--- config.mk ---
export PLATFORM = sky130hd
export DESIGN_NAME = mem_wb_stage_hs
export DESIGN_NICKNAME = d
export VERILOG_FILES = /design/src/rtl/mem_wb_stage_hs.sv
export SDC_FILE = /design/constraint.sdc
export NUM_CORES = 1
export LEC_CHECK = 0
export CAP_MARGIN = 30
export CORE_ASPECT_RATIO = 0.75
export CORE_MARGIN = 2
export CORE_UTILIZATION = 37
export DETAILED_ROUTE_END_ITERATION = 10
export GPL_ROUTABILITY_DRIVEN = 0
export PLACE_DENSITY = 0.87
export SETUP_SLACK_MARGIN = 0.4
export SYNTH_ARGS = -nofsm -noshare
export SYNTH_HDL_FRONTEND = slang
export SYNTH_SLANG_ARGS = --single-unit
--- constraint.sdc ---
create_clock -name clk -period 3.5 [get_ports clk]
set_input_delay 0.7 -clock clk [delete_from_list [all_inputs] [get_ports clk]]
set_output_delay 0.7 -clock clk [all_outputs]
set_load 0.02 [all_outputs]
--- src/rtl/mem_wb_stage_hs.sv ---
// mem_wb_stage_hs: memory stage with a req/ack data-memory handshake, lane steering and the MEM/WB register.
// Optional performance counters (perf_acc_o, perf_stall_o) are built when MEMSTAGE_PERF_EN is defined.
module mem_wb_stage_hs #(
    parameter int DATA_W  = 32,
    parameter int ADDR_W  = 19,
    parameter int REG_W   = 5,
    parameter int TIMEOUT = 16
) (
    input  logic                clk,
    input  logic                reset,
    input  logic                valid_m,
    input  logic                reg_write_m,
    input  logic                result_src_m,
    input  logic                mem_read_m,
    input  logic                mem_write_m,
    input  logic [1:0]          size_m,
    input  logic                sign_m,
    input  logic [REG_W-1:0]    rd_m,
    input  logic [DATA_W-1:0]   alu_result_m,
    input  logic [DATA_W-1:0]   write_data_m,
    input  logic                flush_i,
    output logic                stall_o,
    output logic                mem_req_o,
    output logic                mem_we_o,
    output logic [ADDR_W-1:0]   mem_addr_o,
    output logic [DATA_W-1:0]   mem_wdata_o,
    output logic [DATA_W/8-1:0] mem_be_o,
    input  logic [DATA_W-1:0]   mem_rdata_i,
    input  logic                mem_ack_i,
    output logic                valid_w,
    output logic                reg_write_w,
    output logic                result_src_w,
    output logic [REG_W-1:0]    rd_w,
    output logic [DATA_W-1:0]   alu_result_w,
    output logic [DATA_W-1:0]   read_data_w,
`ifdef MEMSTAGE_PERF_EN
    output logic [31:0]         perf_acc_o,
    output logic [31:0]         perf_stall_o,
`endif
    output logic                err_w
);
    localparam int NB    = DATA_W / 8;
    localparam int OFF_W = $clog2(NB);
    localparam int CNT_W = (TIMEOUT > 1) ? $clog2(TIMEOUT) : 1;

    typedef enum logic [0:0] {
        ST_IDLE = 1'b0,
        ST_BUSY = 1'b1
    } state_t;

    state_t            state_r;
    state_t            state_n_s;
    logic [CNT_W-1:0]  cnt_r;
    logic [CNT_W-1:0]  cnt_n_s;
    logic              acc_s;
    logic              mis_s;
    logic              req_s;
    logic              timeout_hit_s;
    logic              stall_s;
    logic              done_s;
    logic              err_s;
    logic [OFF_W-1:0]  off_s;
    logic [DATA_W-1:0] shifted_s;
    logic [DATA_W-1:0] load_data_s;

    // Keep the low nbits of val and fill the rest with zeros or the copied sign bit.
    function automatic logic [DATA_W-1:0] extend(input logic [DATA_W-1:0] val,
                                                 input int nbits, input logic sgn);
        logic [DATA_W-1:0] res;
        res = {DATA_W{1'b0}};
        for (int i = 0; i < DATA_W; i++) begin
            if (i < nbits) begin
                res[i] = val[i];
            end else begin
                res[i] = sgn & val[nbits-1];
            end
        end
        return res;
    endfunction

    generate
        if (ADDR_W < DATA_W) begin : g_addr_unused
            logic unused_addr_s;
            assign unused_addr_s = ^alu_result_m[DATA_W-1:ADDR_W];
        end
    endgenerate

    assign acc_s = valid_m & (mem_read_m | mem_write_m);
    assign off_s = alu_result_m[OFF_W-1:0];

    // Misalignment: halves need an even lane, words (and the reserved size) need lane 0.
    always_comb begin
        mis_s = 1'b0;
        case (size_m)
            2'b00:   mis_s = 1'b0;
            2'b01:   mis_s = off_s[0];
            default: mis_s = (off_s != {OFF_W{1'b0}});
        endcase
    end

    // The request is dropped immediately on flush or reset; a late ack is then ignored.
    assign req_s         = acc_s & ~mis_s & ~flush_i & ~reset;
    assign timeout_hit_s = (state_r == ST_BUSY) & req_s & ~mem_ack_i &
                           (cnt_r == CNT_W'(TIMEOUT - 1));
    assign stall_s       = req_s & ~mem_ack_i & ~timeout_hit_s;
    assign done_s        = ~flush_i & ~stall_s;
    assign err_s         = (acc_s & mis_s) | timeout_hit_s;

    assign stall_o    = stall_s;
    assign mem_req_o  = req_s;
    assign mem_we_o   = mem_write_m;
    assign mem_addr_o = {alu_result_m[ADDR_W-1:OFF_W], {OFF_W{1'b0}}};

    // Store lane steering: replicate the right-aligned data and enable only the addressed bytes.
    always_comb begin
        mem_wdata_o = {DATA_W{1'b0}};
        mem_be_o    = {NB{1'b0}};
        for (int i = 0; i < NB; i++) begin
            case (size_m)
                2'b00:   mem_wdata_o[i*8 +: 8] = write_data_m[7:0];
                2'b01:   mem_wdata_o[i*8 +: 8] = write_data_m[(i%2)*8 +: 8];
                default: mem_wdata_o[i*8 +: 8] = write_data_m[i*8 +: 8];
            endcase
        end
        case (size_m)
            2'b00:   mem_be_o = NB'(1'b1) << off_s;
            2'b01:   mem_be_o = NB'(2'b11) << off_s;
            default: mem_be_o = {NB{1'b1}};
        endcase
    end

    assign shifted_s = mem_rdata_i >> {off_s, 3'b000};

    // Load alignment: pick the addressed bytes out of the word and extend them.
    always_comb begin
        load_data_s = {DATA_W{1'b0}};
        case (size_m)
            2'b00:   load_data_s = extend(shifted_s, 8, sign_m);
            2'b01:   load_data_s = extend(shifted_s, 16, sign_m);
            default: load_data_s = shifted_s;
        endcase
    end

    // Next state: flush and completion return to IDLE; a held request waits in BUSY counting cycles.
    always_comb begin
        state_n_s = state_r;
        cnt_n_s   = cnt_r;
        if (flush_i) begin
            state_n_s = ST_IDLE;
            cnt_n_s   = {CNT_W{1'b0}};
        end else if (stall_s) begin
            state_n_s = ST_BUSY;
            if (state_r == ST_BUSY) begin
                cnt_n_s = cnt_r + CNT_W'(1);
            end else begin
                cnt_n_s = {CNT_W{1'b0}};
            end
        end else begin
            state_n_s = ST_IDLE;
            cnt_n_s   = {CNT_W{1'b0}};
        end
    end

    // FSM state and wait-cycle counter.
    always_ff @(posedge clk or posedge reset) begin
        if (reset) begin
            state_r <= ST_IDLE;
            cnt_r   <= {CNT_W{1'b0}};
        end else begin
            state_r <= state_n_s;
            cnt_r   <= cnt_n_s;
        end
    end

    // MEM/WB register: completion loads the instruction, stall or flush loads a bubble.
    always_ff @(posedge clk or posedge reset) begin
        if (reset) begin
            valid_w      <= 1'b0;
            reg_write_w  <= 1'b0;
            result_src_w <= 1'b0;
            rd_w         <= {REG_W{1'b0}};
            alu_result_w <= {DATA_W{1'b0}};
            read_data_w  <= {DATA_W{1'b0}};
            err_w        <= 1'b0;
        end else if (done_s) begin
            valid_w      <= valid_m;
            reg_write_w  <= reg_write_m & ~err_s;
            result_src_w <= result_src_m;
            rd_w         <= rd_m;
            alu_result_w <= alu_result_m;
            read_data_w  <= (acc_s & mem_read_m & ~err_s) ? load_data_s : {DATA_W{1'b0}};
            err_w        <= err_s;
        end else begin
            valid_w      <= 1'b0;
            reg_write_w  <= 1'b0;
            result_src_w <= 1'b0;
            rd_w         <= {REG_W{1'b0}};
            alu_result_w <= {DATA_W{1'b0}};
            read_data_w  <= {DATA_W{1'b0}};
            err_w        <= 1'b0;
        end
    end

`ifdef MEMSTAGE_PERF_EN
    // Counts handshake completions (ack or timeout) and stall cycles; both wrap naturally.
    always_ff @(posedge clk or posedge reset) begin
        if (reset) begin
            perf_acc_o   <= 32'd0;
            perf_stall_o <= 32'd0;
        end else begin
            if (done_s & req_s) begin
                perf_acc_o <= perf_acc_o + 32'd1;
            end else begin
                perf_acc_o <= perf_acc_o;
            end
            if (stall_s) begin
                perf_stall_o <= perf_stall_o + 32'd1;
            end else begin
                perf_stall_o <= perf_stall_o;
            end
        end
    end
`endif

endmodule

==> metrics.txt <==
status completed; Crit Path Category in2out; crit path DAT 2.32 ns; TritonCTS clock tree done; Async SR Flop Fraction 1.00; Die ar. 11200 um^2; share of the synthesized area in the top cell type 0.507; Yosys reg bits 78; Final Hold Fails 0; DRT Pass-1 Iters 5; Startpoint Class input pin; top achievable clock speed 331 MHz; core footprint 10200 um^2; total gr overflow 0; Slew Viols, Final 0; DRC viols 0; critical path cell sequence clkdlybuf4s50_1 > buf_6 > mux2i_1 > o21ai_0 > clkdlybuf4s50_1; largest net degree at the start of global routing 50; Via density 4.78; WL/cell 16.5 um; synthesized instance count 364; Setup crit end kind output port; RSZ-0062 raised after global routing false; vias in the first global route 3445; global-route wire length before repair 18.0 mm; synthesized area 3850 um^2; Slew Limit Headroom 0.569; Pwr Total 2.44 mW; CTS Buf Count 9; Nets 693; clk root buf clkbuf_16; fillcell total 786; layout cell share with drive strength beyond 1 0.104; number of synthesized flops with an enable pin 0; Worst Path Max Fanout 13; area delta synth->final 70.3%; Antenna Violating Nets Remaining 0; yosys warns 0; Clock transition at path regs 0.06 ns; Most used DFF post-synth dfrtp_1; max cap viols 0; Global Route Usage Sum 0.208; fin crit period 3.02 ns; cts hold-fix bufs 0; Routed WL 11.9 mm; Seq/Total Area, Yosys 0.507; via count 3442; clock buffer depth 2; Worst VDD drop 227 uV; CTS HTree Levels 3; final setup fails 0; CP required 2.80 ns; Clock Skew 0.00416 ns; Register Area 1950 um^2; dpl cells 702; PwrDens 372 nW/um^2; Synth area leaders dfrtp_1 (51%), mux2i_1 (6.2%), and2_1 (6.2%); multi-input logic area 1570 um^2; I/O Buffers 241; Post-Layout Cell Count 720; Worst Hold Class reg2reg; total negative slack 0 ns; Die Ht 92.4 um; commonest cells in the netlist dfrtp_1 (78), and2_1 (38), nor2_1 (35); Ports 244; Synth cell types 38; Mean Syn Cell Area 10.6 um^2; worst slew pin tran 0.646 ns; top-count cell post-synth dfrtp_1; Critical Path Slowest Stage Cell clkdlybuf4s50_1; clk_lat worst skew 0.33 ns; die width 122 um; placement row count 32; Clock Sinks 78; leak pwr 2.94 nW; largest area contributor in the netlist dfrtp_1; Post-DP HPWL 9.23 mm; fin crit share 0.864; initial core utilization 0.377; iteration-0 DRC count of the detailed router 173; CP dominant cell by count clkdlybuf4s50_1; initial antenna violation count 0; CP peak stage delay 0.63 ns; n_diodes 0
[where the power goes]
part	switching, mW	internal [mW]
clock	0.367	0.557
combinational	0.272	0.301
sequential	0.00872	0.932
total	0.648	1.79
[cells in the final DEF (no fill, tap or decap), types with 5 or more instances in the layout]
| cell type | Yosys | routed |
|---|---|---|
| a211oi_1 | 16 | 16 |
| a21oi_1 | 16 | 16 |
| and2_1 | 38 | 38 |
| and2_4 | 10 | 10 |
| buf_4 | 29 | 5 |
| clkbuf_16 | 0 | 10 |
| clkdlybuf4s50_1 | 0 | 215 |
| dfrtp_1 | 78 | 78 |
| dlygate4sd2_1 | 0 | 15 |
| dlymetal6s2s_1 | 0 | 10 |
| mux2_2 | 17 | 17 |
| mux2i_1 | 24 | 24 |
| nand2_1 | 20 | 20 |
| nor2_1 | 35 | 35 |
| nor2b_1 | 8 | 8 |
| o21ai_0 | 20 | 20 |
[flip-flops by register name, summed over array words and instances (netlist names)]
name	count
alu_result_w	32
read_data_w	32
rd_w	5
cnt_r	4
err_w	1
reg_write_w	1
result_src_w	1
state_r	1
valid_w	1
[metal layers]
metal	up-vias	wire, um	global-route usage
met1	1600	4670	0.258
li1	1637	-	-
met2	191	5950	0.363
met5	-	0	0
met4	0	161	0.0594
met3	14	1120	0.0493
[cells by family after synthesis]
logic type | count (synthesis) | synth area share
mux | 41 | 0.112
fa+ha+maj | 1 | 0.00325
flops | 78 | 0.507
buf+inv | 53 | 0.0877
other cells | 1 | 0.000974
compound gates | 61 | 0.102
xor+xnor | 2 | 0.00455
simple gates | 127 | 0.182
[repair_timing]
action                                  CTS  global route
cloned                                    0             1
buffers inserted                          1             0
endpoints found under the setup margin   25            17
gates resized for setup                  22            14
[path summary, 6_finish.rpt]
path | startpoint | to | slack, ns | cells after the start
min reg2reg | cnt_r[0] | cnt_r[0] | 0.48 | 1
max in group asynchronous | reset | read_data_w[20] | 1.99 | 3
max | size_m[0] | mem_wdata_o[28] | 0.48 | 5
max reg2reg | cnt_r[0] | alu_result_w[19] | 1.78 | 6
min | cnt_r[0] | cnt_r[0] | 0.48 | 1
min in group asynchronous | reset | state_r | 0.86 | 2
[final cells by class]
cell class	count	area share
Inverter	4	0.00248
Timing Repair Buffer	252	0.390
Clock inverter	6	0.0105
Tap cell	136	0.0259
Sequential cell	78	0.298
Clock buffer	10	0.0349
Multi-Input combinational cell	234	0.239
[through the flow]
step	util	setup slack [ns]	instance area, um^2	hold WS (ns)
after floorplan	-	0.805	3850	0.433
after global placement	0.607	0.152	6200	0.445
after detailed placement	0.607	0.116	6200	0.471
after CTS	0.637	0.258	6500	0.479
after global routing	0.643	0.424	6560	0.521
final	0.643	0.476	6560	0.479
[critical path: cells and delay by family]
kind                   cells  cell delay [ns]
buffers and inverters      3             1.38
AO/OA/AOI/OAI              1             0.16
multiplexers               1             0.09
Note: power is estimated with default switching activity, not from simulation.
